$ cat config.mk
export PLATFORM = sky130hd
export DESIGN_NAME = hilo_wb_unit
export DESIGN_NICKNAME = d
export VERILOG_FILES = /design/src/rtl/hilo_wb_unit.sv
export SDC_FILE = /design/constraint.sdc
export NUM_CORES = 1
export LEC_CHECK = 0
export BUFFER_PORTS_ARGS = -buffer_cell sky130_fd_sc_hd__buf_4
export CAP_MARGIN = 10
export CORE_UTILIZATION = 34
export DETAILED_ROUTE_END_ITERATION = 16
export PLACE_DENSITY_LB_ADDON = 0.15
export RECOVER_POWER = 50
export SLEW_MARGIN = 5
export SYNTH_ARGS = -nofsm -noshare
export SYNTH_HDL_FRONTEND = slang
export SYNTH_SLANG_ARGS = --single-unit
export TNS_END_PERCENT = 100
$ cat constraint.sdc
create_clock -name CLK -period 6.45 [get_ports CLK]
set_clock_uncertainty 0.15 [all_clocks]
set_input_delay 0.645 -clock CLK [delete_from_list [all_inputs] [get_ports CLK]]
set_output_delay 0.645 -clock CLK [all_outputs]
set_load 0.005 [all_outputs]
$ cat src/rtl/hilo_wb_unit.sv
// hilo_wb_unit: writeback data select, HI/LO registers and an iterative
// multiply/divide sequencer that stalls HI/LO-dependent instructions.
// Optional build macro: HILO_FAST_MUL_EN selects a single-cycle combinational
// multiplier for MULT/MULTU. Divides stay iterative in both builds.
module hilo_wb_unit (
    input  logic        CLK,
    input  logic        RST,
    input  logic [31:0] Ins,
    input  logic [31:0] Rdata1,
    input  logic [31:0] Rdata2,
    input  logic [31:0] AluResult,
    input  logic [31:0] MemData,
    input  logic [31:0] PC4,
    output logic [31:0] Wdata,
    output logic        Stall,
    output logic        Busy,
    output logic [31:0] HI,
    output logic [31:0] LO
);

    // Opcode / function encodings shared with the rest of the core.
    localparam logic [5:0] R_FORM = 6'b000000;
    localparam logic [5:0] LW     = 6'b100011;
    localparam logic [5:0] JAL    = 6'b000011;
    localparam logic [5:0] JALR   = 6'b001001;  // R_FORM function code
    localparam logic [5:0] MFHI   = 6'b010000;
    localparam logic [5:0] MTHI   = 6'b010001;
    localparam logic [5:0] MFLO   = 6'b010010;
    localparam logic [5:0] MTLO   = 6'b010011;
    localparam logic [5:0] MULT   = 6'b011000;
    localparam logic [5:0] MULTU  = 6'b011001;
    localparam logic [5:0] DIV    = 6'b011010;
    localparam logic [5:0] DIVU   = 6'b011011;

    typedef enum logic [1:0] {
        S_IDLE = 2'd0,
        S_RUN  = 2'd1,
        S_FIX  = 2'd2
    } state_t;

    state_t      state_q, state_d;
    logic [4:0]  cnt_q, cnt_d;
    logic [63:0] prod_q, prod_d;   // mul: {partial, multiplier}; div: {remainder, quotient}
    logic [31:0] opnd_q, opnd_d;   // mul: multiplicand magnitude; div: divisor magnitude
    logic [31:0] rs_q, rs_d;       // raw rs, returned as HI on divide-by-zero
    logic        is_div_q, is_div_d;
    logic        neg_q, neg_d;     // product / quotient sign
    logic        rneg_q, rneg_d;   // remainder sign
    logic [31:0] hi_q, hi_d;
    logic [31:0] lo_q, lo_d;

    // Instruction decode.
    logic [5:0]  op, func;
    logic        is_r, is_mul, is_div, is_signed, hilo_cls, start_seq;
    logic        a_neg, b_neg;
    logic [31:0] a_mag, b_mag;

    assign op        = Ins[31:26];
    assign func      = Ins[5:0];
    assign is_r      = (op == R_FORM);
    assign is_mul    = is_r && ((func == MULT) || (func == MULTU));
    assign is_div    = is_r && ((func == DIV)  || (func == DIVU));
    assign is_signed = (func == MULT) || (func == DIV);
    assign hilo_cls  = is_r && ((func == MFHI) || (func == MFLO) || (func == MTHI) ||
                                (func == MTLO) || is_mul || is_div);

    assign Busy  = (state_q != S_IDLE);
    assign Stall = Busy & hilo_cls;
    assign HI    = hi_q;
    assign LO    = lo_q;

    // Operand magnitudes; unsigned forms pass through untouched.
    assign a_neg = is_signed & Rdata1[31];
    assign b_neg = is_signed & Rdata2[31];
    assign a_mag = a_neg ? (32'd0 - Rdata1) : Rdata1;
    assign b_mag = b_neg ? (32'd0 - Rdata2) : Rdata2;

`ifdef HILO_FAST_MUL_EN
    logic [63:0] a_ext, b_ext, fast_prod;
    // Both operands extended to 64 bits; the low 64 bits of the product are
    // the correct two's-complement result for signed and unsigned forms.
    assign a_ext     = {{32{is_signed & Rdata1[31]}}, Rdata1};
    assign b_ext     = {{32{is_signed & Rdata2[31]}}, Rdata2};
    assign fast_prod = a_ext * b_ext;
    assign start_seq = is_div;
`else
    assign start_seq = is_mul | is_div;
`endif

    // Writeback select: loads, then links, then HI/LO moves, then ALU.
    // JALR is the R-form link (function 001001), not a primary opcode.
    always_comb begin
        Wdata = AluResult;
        if (op == LW)
            Wdata = MemData;
        else if ((op == JAL) || (is_r && (func == JALR)))
            Wdata = PC4;
        else if (is_r && (func == MFHI))
            Wdata = hi_q;
        else if (is_r && (func == MFLO))
            Wdata = lo_q;
    end

    // One sequencer step: shift-add for multiply, restoring subtract for divide.
    logic [32:0] mul_sum;
    logic [63:0] mul_next;
    logic [32:0] div_shift, div_diff;
    logic        div_ge;
    logic [63:0] div_next;

    always_comb begin
        mul_sum   = {1'b0, prod_q[63:32]} + (prod_q[0] ? {1'b0, opnd_q} : 33'd0);
        mul_next  = {mul_sum, prod_q[31:1]};
        div_shift = prod_q[63:31];
        div_ge    = (div_shift >= {1'b0, opnd_q});
        div_diff  = div_shift - {1'b0, opnd_q};
        div_next  = div_ge ? {div_diff[31:0], prod_q[30:0], 1'b1}
                           : {prod_q[62:0], 1'b0};
    end

    // Sign fix-up of the finished magnitudes.
    logic [63:0] mul_res;
    logic [31:0] quo_res, rem_res;

    always_comb begin
        mul_res = neg_q  ? (64'd0 - prod_q) : prod_q;
        quo_res = neg_q  ? (32'd0 - prod_q[31:0])  : prod_q[31:0];
        rem_res = rneg_q ? (32'd0 - prod_q[63:32]) : prod_q[63:32];
    end

    // Next-state and datapath updates; everything holds by default.
    always_comb begin
        state_d  = state_q;
        cnt_d    = cnt_q;
        prod_d   = prod_q;
        opnd_d   = opnd_q;
        rs_d     = rs_q;
        is_div_d = is_div_q;
        neg_d    = neg_q;
        rneg_d   = rneg_q;
        hi_d     = hi_q;
        lo_d     = lo_q;
        case (state_q)
            S_IDLE: begin
                if (is_r && (func == MTHI))
                    hi_d = Rdata1;
                if (is_r && (func == MTLO))
                    lo_d = Rdata1;
`ifdef HILO_FAST_MUL_EN
                if (is_mul) begin
                    hi_d = fast_prod[63:32];
                    lo_d = fast_prod[31:0];
                end
`endif
                if (start_seq) begin
                    state_d  = S_RUN;
                    cnt_d    = 5'd0;
                    is_div_d = is_div;
                    rs_d     = Rdata1;
                    neg_d    = a_neg ^ b_neg;
                    rneg_d   = a_neg;
                    if (is_div) begin
                        prod_d = {32'd0, a_mag};
                        opnd_d = b_mag;
                    end else begin
                        prod_d = {32'd0, b_mag};
                        opnd_d = a_mag;
                    end
                end
            end
            S_RUN: begin
                prod_d = is_div_q ? div_next : mul_next;
                cnt_d  = cnt_q + 5'd1;
                if (cnt_q == 5'd31)
                    state_d = S_FIX;
            end
            S_FIX: begin
                state_d = S_IDLE;
                cnt_d   = 5'd0;
                if (!is_div_q) begin
                    hi_d = mul_res[63:32];
                    lo_d = mul_res[31:0];
                end else if (opnd_q == 32'd0) begin
                    hi_d = rs_q;
                    lo_d = 32'hFFFF_FFFF;
                end else begin
                    hi_d = rem_res;
                    lo_d = quo_res;
                end
            end
            default: state_d = S_IDLE;
        endcase
    end

    // State register; reset abandons any operation in flight.
    always_ff @(posedge CLK or negedge RST) begin
        if (!RST) begin
            state_q  <= S_IDLE;
            cnt_q    <= 5'd0;
            prod_q   <= 64'd0;
            opnd_q   <= 32'd0;
            rs_q     <= 32'd0;
            is_div_q <= 1'b0;
            neg_q    <= 1'b0;
            rneg_q   <= 1'b0;
            hi_q     <= 32'd0;
            lo_q     <= 32'd0;
        end else begin
            state_q  <= state_d;
            cnt_q    <= cnt_d;
            prod_q   <= prod_d;
            opnd_q   <= opnd_d;
            rs_q     <= rs_d;
            is_div_q <= is_div_d;
            neg_q    <= neg_d;
            rneg_q   <= rneg_d;
            hi_q     <= hi_d;
            lo_q     <= lo_d;
        end
    end

    // Instruction fields not needed here (register specifiers, shamt).
    logic unused_bits;
    assign unused_bits = ^{Ins[25:6], div_diff[32]};

endmodule

==> results of run 1 <==
metal layers:
layer | vias to the layer above | global-route usage, % | wire length (um)
li1 | 9212 | - | -
met1 | 9604 | 39.33 | 35980
met2 | 851 | 46.41 | 37390
met3 | 118 | 2.674 | 5470
met4 | 0 | 10.33 | 2742
met5 | - | 0 | 0
flip-flops by register name, summed over array words and instances (netlist names):
signal and count:
HI 32, neg_q 1, cnt_q 5, rs_q 32
rneg_q 1, opnd_q 32, prod_q 64, state_q 2
LO 32, is_div_q 1
metrics by stage:
stage	setup slack [ps]	cell area (um2)	hold slack [ps]	instances
2_1_floorplan	2882	18480	199.4	2419
3_3_place_gp	2058	20980	303.1	3234
3_5_place_dp	1957	20980	307.4	3234
4_1_cts	1945	21840	63.68	3278
5_1_grt	1761	21760	81.90	3278
6_report	1986	21760	8.565	3278
kinds of logic (layout without fill, tap and decap cells):
logic type,Yosys count,after routing,synth area share [%]
AOI/OAI and AO/OA,853,853,29.75
xor gates and xnor gates,163,163,7.727
adders and majority gates,72,72,4.957
buffers and inverters,251,414,5.201
DFF,202,202,27.36
muxes,96,96,5.242
and+or+nand+nor,782,782,19.76
report_power, final:
| part | internal [uW] | switching [uW] | leakage (uW) | total (uW) |
|---|---|---|---|---|
| Sequential | 1370 | 355 | 0.00240 | 1730 |
| Combinational | 963 | 1420 | 0.00661 | 2380 |
| Clock | 908 | 621 | 0.000418 | 1530 |
Yosys cell counts, drive strengths merged, types with 12 or more instances:
library cell / n
a211oi: 89
a21o: 34
a21oi: 195
a221o: 35
a22oi: 27
a31oi: 28
and3: 20
buf: 15
clkbuf: 173
dfrtp: 202
ha: 70
inv: 62
mux2i: 90
nand2: 309
nand2b: 13
nand3: 42
nand4: 21
nor2: 195
nor3: 42
nor4: 27
o211ai: 47
o21ai: 245
o21bai: 12
o31ai: 27
o41ai: 18
or3: 32
or4: 23
xnor2: 77
xor2: 86
worst paths after layout:
kind / start / endpoint / slack [ps] / cells after the start
max in group asynchronous: RST / is_div_q / 3980 / 2
worst max register to register: state_q[1] / prod_q[61] / 1990 / 6
min in group CLK: Rdata1[13] / rs_q[13] / 200 / 3
worst max-delay path: state_q[1] / prod_q[61] / 1990 / 6
worst min-delay path: RST / LO[7] / 9 / 1
worst min register to register: rs_q[16] / rs_q[16] / 330 / 2
final cells by class:
cell class	count	area [um2]	share of cell area (%)
Clock buffer	28	635.6	2.921
Clock inverter	16	224.0	1.029
Inverter	63	236.5	1.087
Multi-Input combinational cell	1966	12510	57.47
Sequential cell	202	5056	23.23
Tap cell	696	870.8	4.001
Timing Repair Buffer	307	2232	10.26
==> metrics.md, run 1 <==
| Metric | Value |
|---|---|
| Worst-margin pin slew | `2388 ps` |
| Die area | `55270 um2` |
| Yosys top cell area share | `27.36%` |
| Reg clk slew, reported paths | `60 ps` |
| Max FO, Critical Path | `47` |
| Max-slew violation count | `76` |
| Layout cell share with drive strength beyond 1 | `14.29%` |
| RePlAce Congestion | `0.9819` |
| Synth async-reset ratio | `100.0%` |
| Die height | `235.1 um` |
| # IOs | `292` |
| Commonest non-fill, non-tap cell in the layout | `nand2_1` |
| Largest net degree at the start of global routing | `103` |
| Buf+Inv Stages, Crit Path | `1` |
| Mapped Area | `18480 um2` |
| Startpoint types | `flop` |
| Layout area overhead | `17.80%` |
| Clock Tree Buf Depth | `3` |
| Worst skew pair latency | `560 ps` |
| Syn Nets | `2685` |
| P_leak | `0.009420 uW` |
| Critical path cell sequence | `nor2b_4 > clkbuf_1 > nand2_1 > nor3_1 > a211oi_1 > o21ai_0` |
| Hold Path Class | `in -> async` |
| H-tree levels | `1` |
| Top cells by area, synth | `dfrtp_1, o21ai_0, nand2_1` |
| F_max | `224.0 MHz` |
| Core Rows | `85` |
| Tcrit/Tclk final | `69.21%` |
| Gate Count Post-Synth | `2419` |
| Router iterations before antenna repair | `6` |
| Worst Path Arrival | `4760 ps` |
| Post-synth EDFFs | `0` |
| Initial antenna violation count | `0` |
| Pwr Density | `259.2 nW/um2` |
| Cell taking the most area after synthesis | `dfrtp_1` |
| Post-CTS setup repair buffer count | `0` |
| Slew margin rel. | `-59.23%` |
| First-pass GRT wire length | `121.2 mm` |
| GRT Util Overall | `28.55%` |
| Sequential element share of the synthesized area | `27.36%` |
| Violated checks | `capacitance limit, slew limit` |
| CP max-delay cell | `clkbuf_1` |
| Clk root buf | `clkbuf_16` |
| Avg Inst Size Synth | `7.638 um2` |
| Worst Setup End Kind | `flop` |
| Status | `finished with violations` |
| CTS tree | `built` |
| Crit path max-delay family | `buffers and inverters` |
| Worst VDD drop | `0.1545 mV` |
| Layout Utilization | `40.52%` |
| Max-cap viol count | `2` |
| Tmin final | `4464 ps` |
| Distinct cells, synth | `79` |
| Most frequent cells in the layout | `nand2_1, o21ai_0, buf_4` |
| Vias per cell | `6.036` |
| FILL cells | `5579` |
| Setup tns final | `0 ps` |
| Core area | `53710 um2` |
| Cts bufs inserted | `24` |
| Vias in the first global route | `18610` |
| Antenna Cells | `0` |
| Crit Path Category | `reg -> reg` |
| Final setup vio count | `0` |
| DRC viols | `0` |
| Via count | `19790` |
| Width of the die | `235.1 um` |
| Top FF cell, synth | `dfrtp_1` |
| #FFs+latches synth | `202` |
| Post-cts sizing count | `0` |
| Wire per inst | `24.89 um` |
| Hold buffer count at cts | `0` |
| IO Port Bufs | `271` |
| Final total power | `5641 uW` |
| Routed Antenna Nets | `0` |
| RSZ-0062 raised after global routing | `no` |
| Total grt overflow | `0` |
| Number of DRC markers in iteration 0 | `1978` |
| Clk sink count | `202` |
| WL final | `81.59 mm` |
| WP data required | `6750 ps` |
| Final #Nets | `2830` |
| Worst stage delay on the critical path | `1690 ps` |
| Hold Vio Cnt, Final | `0` |
| Initial Utilization | `34.40%` |
| Ys Warns | `0` |
| Final HPWL DP | `62.75 mm` |
Power figures use the tool's default switching activity.
==> run 2: changes to the inputs <==
==> constraint.sdc (replaced) <==
create_clock -name CLK -period 4.3 [get_ports CLK]
set_clock_uncertainty 0.15 [all_clocks]
set_input_delay 0.43 -clock CLK [delete_from_list [all_inputs] [get_ports CLK]]
set_output_delay 0.43 -clock CLK [all_outputs]
set_load 0.005 [all_outputs]
==> metrics.md, run 2 (synthesized netlist as in run 1, its figures left out) <==
| Metric | Value |
|---|---|
| Hold buffer count at cts | `8 (was 0)` |
| Worst skew pair latency | `550 ps (was 560 ps)` |
| Final setup vio count | `0 (unchanged)` |
| Router iterations before antenna repair | `7 (was 6)` |
| Largest net degree at the start of global routing | `74 (was 103)` |
| RePlAce Congestion | `1.007 (was 0.9819)` |
| Crit Path Category | `reg -> reg (unchanged)` |
| Tcrit/Tclk final | `90.05% (was 69.21%)` |
| Wire per inst | `24.37 um (was 24.89 um)` |
| Via count | `20070 (was 19790)` |
| Clock Tree Buf Depth | `3 (unchanged)` |
| WP data required | `4640 ps (was 6750 ps)` |
| WL final | `81.07 mm (was 81.59 mm)` |
| Worst Reg-to-Reg Cells | `13 (was 6)` |
| Violated checks | `capacitance limit, slew limit (unchanged)` |
| Commonest non-fill, non-tap cell in the layout | `nand2_1 (unchanged)` |
| Most frequent cells in the layout | `nand2_1, buf_4, o21ai_0 (was nand2_1, o21ai_0, buf_4)` |
| Hold worst-path end | `rs_q[27]` |
| Post-cts sizing count | `0 (unchanged)` |
| Max-cap viol count | `1 (was 2)` |
| Initial antenna violation count | `1 (was 0)` |
| First-pass GRT wire length | `121.5 mm (was 121.2 mm)` |
| P_leak | `0.009679 uW (was 0.009420 uW)` |
| Top reg by flops | `prod_q (unchanged)` |
| Routed Antenna Nets | `0 (unchanged)` |
| Hold Vio Cnt, Final | `0 (unchanged)` |
| Max FFs per register | `64 (unchanged)` |
| Width of the die | `235.1 um (unchanged)` |
| Reg2Reg Setup Slack | `430 ps (was 1990 ps)` |
| F_max | `258.2 MHz (was 224.0 MHz)` |
| Antenna Cells | `0 (unchanged)` |
| Final HPWL DP | `63.51 mm (was 62.75 mm)` |
| Initial Utilization | `34.40% (unchanged)` |
| Hold Path Class | `in -> reg (was in -> async)` |
| GRT Util Overall | `28.41% (was 28.55%)` |
| Tmin final | `3872 ps (was 4464 ps)` |
| Number of DRC markers in iteration 0 | `2251 (was 1978)` |
| Worst-margin pin slew | `3060 ps (was 2388 ps)` |
| Status | `finished with violations (unchanged)` |
| RSZ-0062 raised after global routing | `no (unchanged)` |
| Placed cell area | `21350 um2 (was 20980 um2)` |
| Setup tns final | `0 ps (unchanged)` |
| Layout area overhead | `20.19% (was 17.80%)` |
| Reg clk slew, reported paths | `70 ps (was 60 ps)` |
| Vias per cell | `6.033 (was 6.036)` |
| Finished Cell Area | `22210 um2 (was 21760 um2)` |
| Vias in the first global route | `18940 (was 18610)` |
| H-tree levels | `1 (unchanged)` |
| Final #Nets | `2880 (was 2830)` |
| Max-slew violation count | `63 (was 76)` |
| Hold depth | `3` |
| Cts bufs inserted | `24 (unchanged)` |
| Core area | `53710 um2 (unchanged)` |
| Worst VDD drop | `0.2416 mV (was 0.1545 mV)` |
| Core Rows | `85 (unchanged)` |
| Die height | `235.1 um (unchanged)` |
| Die area | `55270 um2 (unchanged)` |
| Startpoint types | `flop (unchanged)` |
| Slew margin rel. | `-104.0% (was -59.23%)` |
| Hold Path Origin | `Rdata1[27]` |
| IO Port Bufs | `271 (unchanged)` |
| Smallest hold slack | `18.25 ps (was 8.565 ps)` |
| Worst Setup End Kind | `flop (unchanged)` |
| Max FO, Critical Path | `14 (was 47)` |
| Post-CTS setup repair buffer count | `0 (unchanged)` |
| # IOs | `292 (unchanged)` |
| Layout cell share with drive strength beyond 1 | `15.55% (was 14.29%)` |
| Worst r2r src | `prod_q[0] (was state_q[1])` |
| Pwr Density | `386.0 nW/um2 (was 259.2 nW/um2)` |
| Total grt overflow | `0 (unchanged)` |
| DRC viols | `0 (unchanged)` |
| FF-to-FF End | `prod_q[63] (was prod_q[61])` |
| Worst Path Arrival | `4220 ps (was 4760 ps)` |
| Clk root buf | `clkbuf_16 (unchanged)` |
| Clk sink count | `202 (unchanged)` |
| CTS tree | `built (unchanged)` |
==> run 2: final cells by class <==
| class | instances | area (um2) |
|---|---|---|
| Clock buffer | 32 | 660.6 |
| Clock inverter | 10 | 191.4 |
| Fill cell | 5559 | 31500 |
| Inverter | 63 | 236.5 |
| Multi-Input combinational cell | 1966 | 12510 |
| Sequential cell | 202 | 5056 |
| Tap cell | 696 | 870.8 |
| Timing Repair Buffer | 357 | 2679 |
==> run 2: where the power goes <==
part | leakage (uW) | internal, uW | switching, uW
logic | 0.00687 | 1550 | 2340
clock network | 0.000409 | 1380 | 888
registers | 0.00240 | 2070 | 346
total | 0.00968 | 5000 | 3570
==> run 2: stage by stage <==
step | setup WS (ps) | util (%) | cells | total power [uW]
2_1_floorplan | 942.8 | - | 2419 | 4852
3_3_place_gp | 563.7 | 39.75 | 3276 | 6196
3_5_place_dp | 464.4 | 39.75 | 3276 | 6223
4_1_cts | 459.4 | 41.49 | 3326 | 8508
5_1_grt | 143.5 | 41.34 | 3326 | 9009
6_report | 427.7 | 41.34 | 3326 | 8571
==> run 2: worst max path at each step <==
| stage | from | endpoint | slack, ps | depth (start not counted) |
|---|---|---|---|---|
| after floorplan | prod_q[10] | HI[25] | 940 | 8 |
| after global placement | prod_q[0] | prod_q[63] | 560 | 13 |
| after detailed placement | prod_q[0] | prod_q[63] | 460 | 13 |
| after CTS | prod_q[0] | prod_q[63] | 460 | 13 |
| after global routing | RST | LO[15] | 140 | 3 |
| final | prod_q[0] | prod_q[63] | 430 | 13 |
==> run 2: worst max-delay path, cell delays in order (launching register included) <==
cell      delay (ps)
dfrtp_1          440
inv_1            390
buf_4            300
buf_4            240
nor2_1            70
ha_1             380
and3_1           270
o211a_1          160
o21ai_0          120
buf_4            180
a211oi_1         470
o21ai_0          170
a31oi_1          270
a32o_1           200
==> run 2: routing by layer <==
| metal | wire length, um | up-vias | GRT usage [%] | share of wire, % |
|---|---|---|---|---|
| li1 | - | 9329 | - | - |
| met1 | 36040 | 9722 | 39.56 | 44 |
| met2 | 37080 | 901 | 46.36 | 46 |
| met3 | 5442 | 113 | 2.814 | 6.7 |
| met4 | 2488 | 2 | 8.493 | 3.1 |
| met5 | 13 | - | 0 | 0.016 |
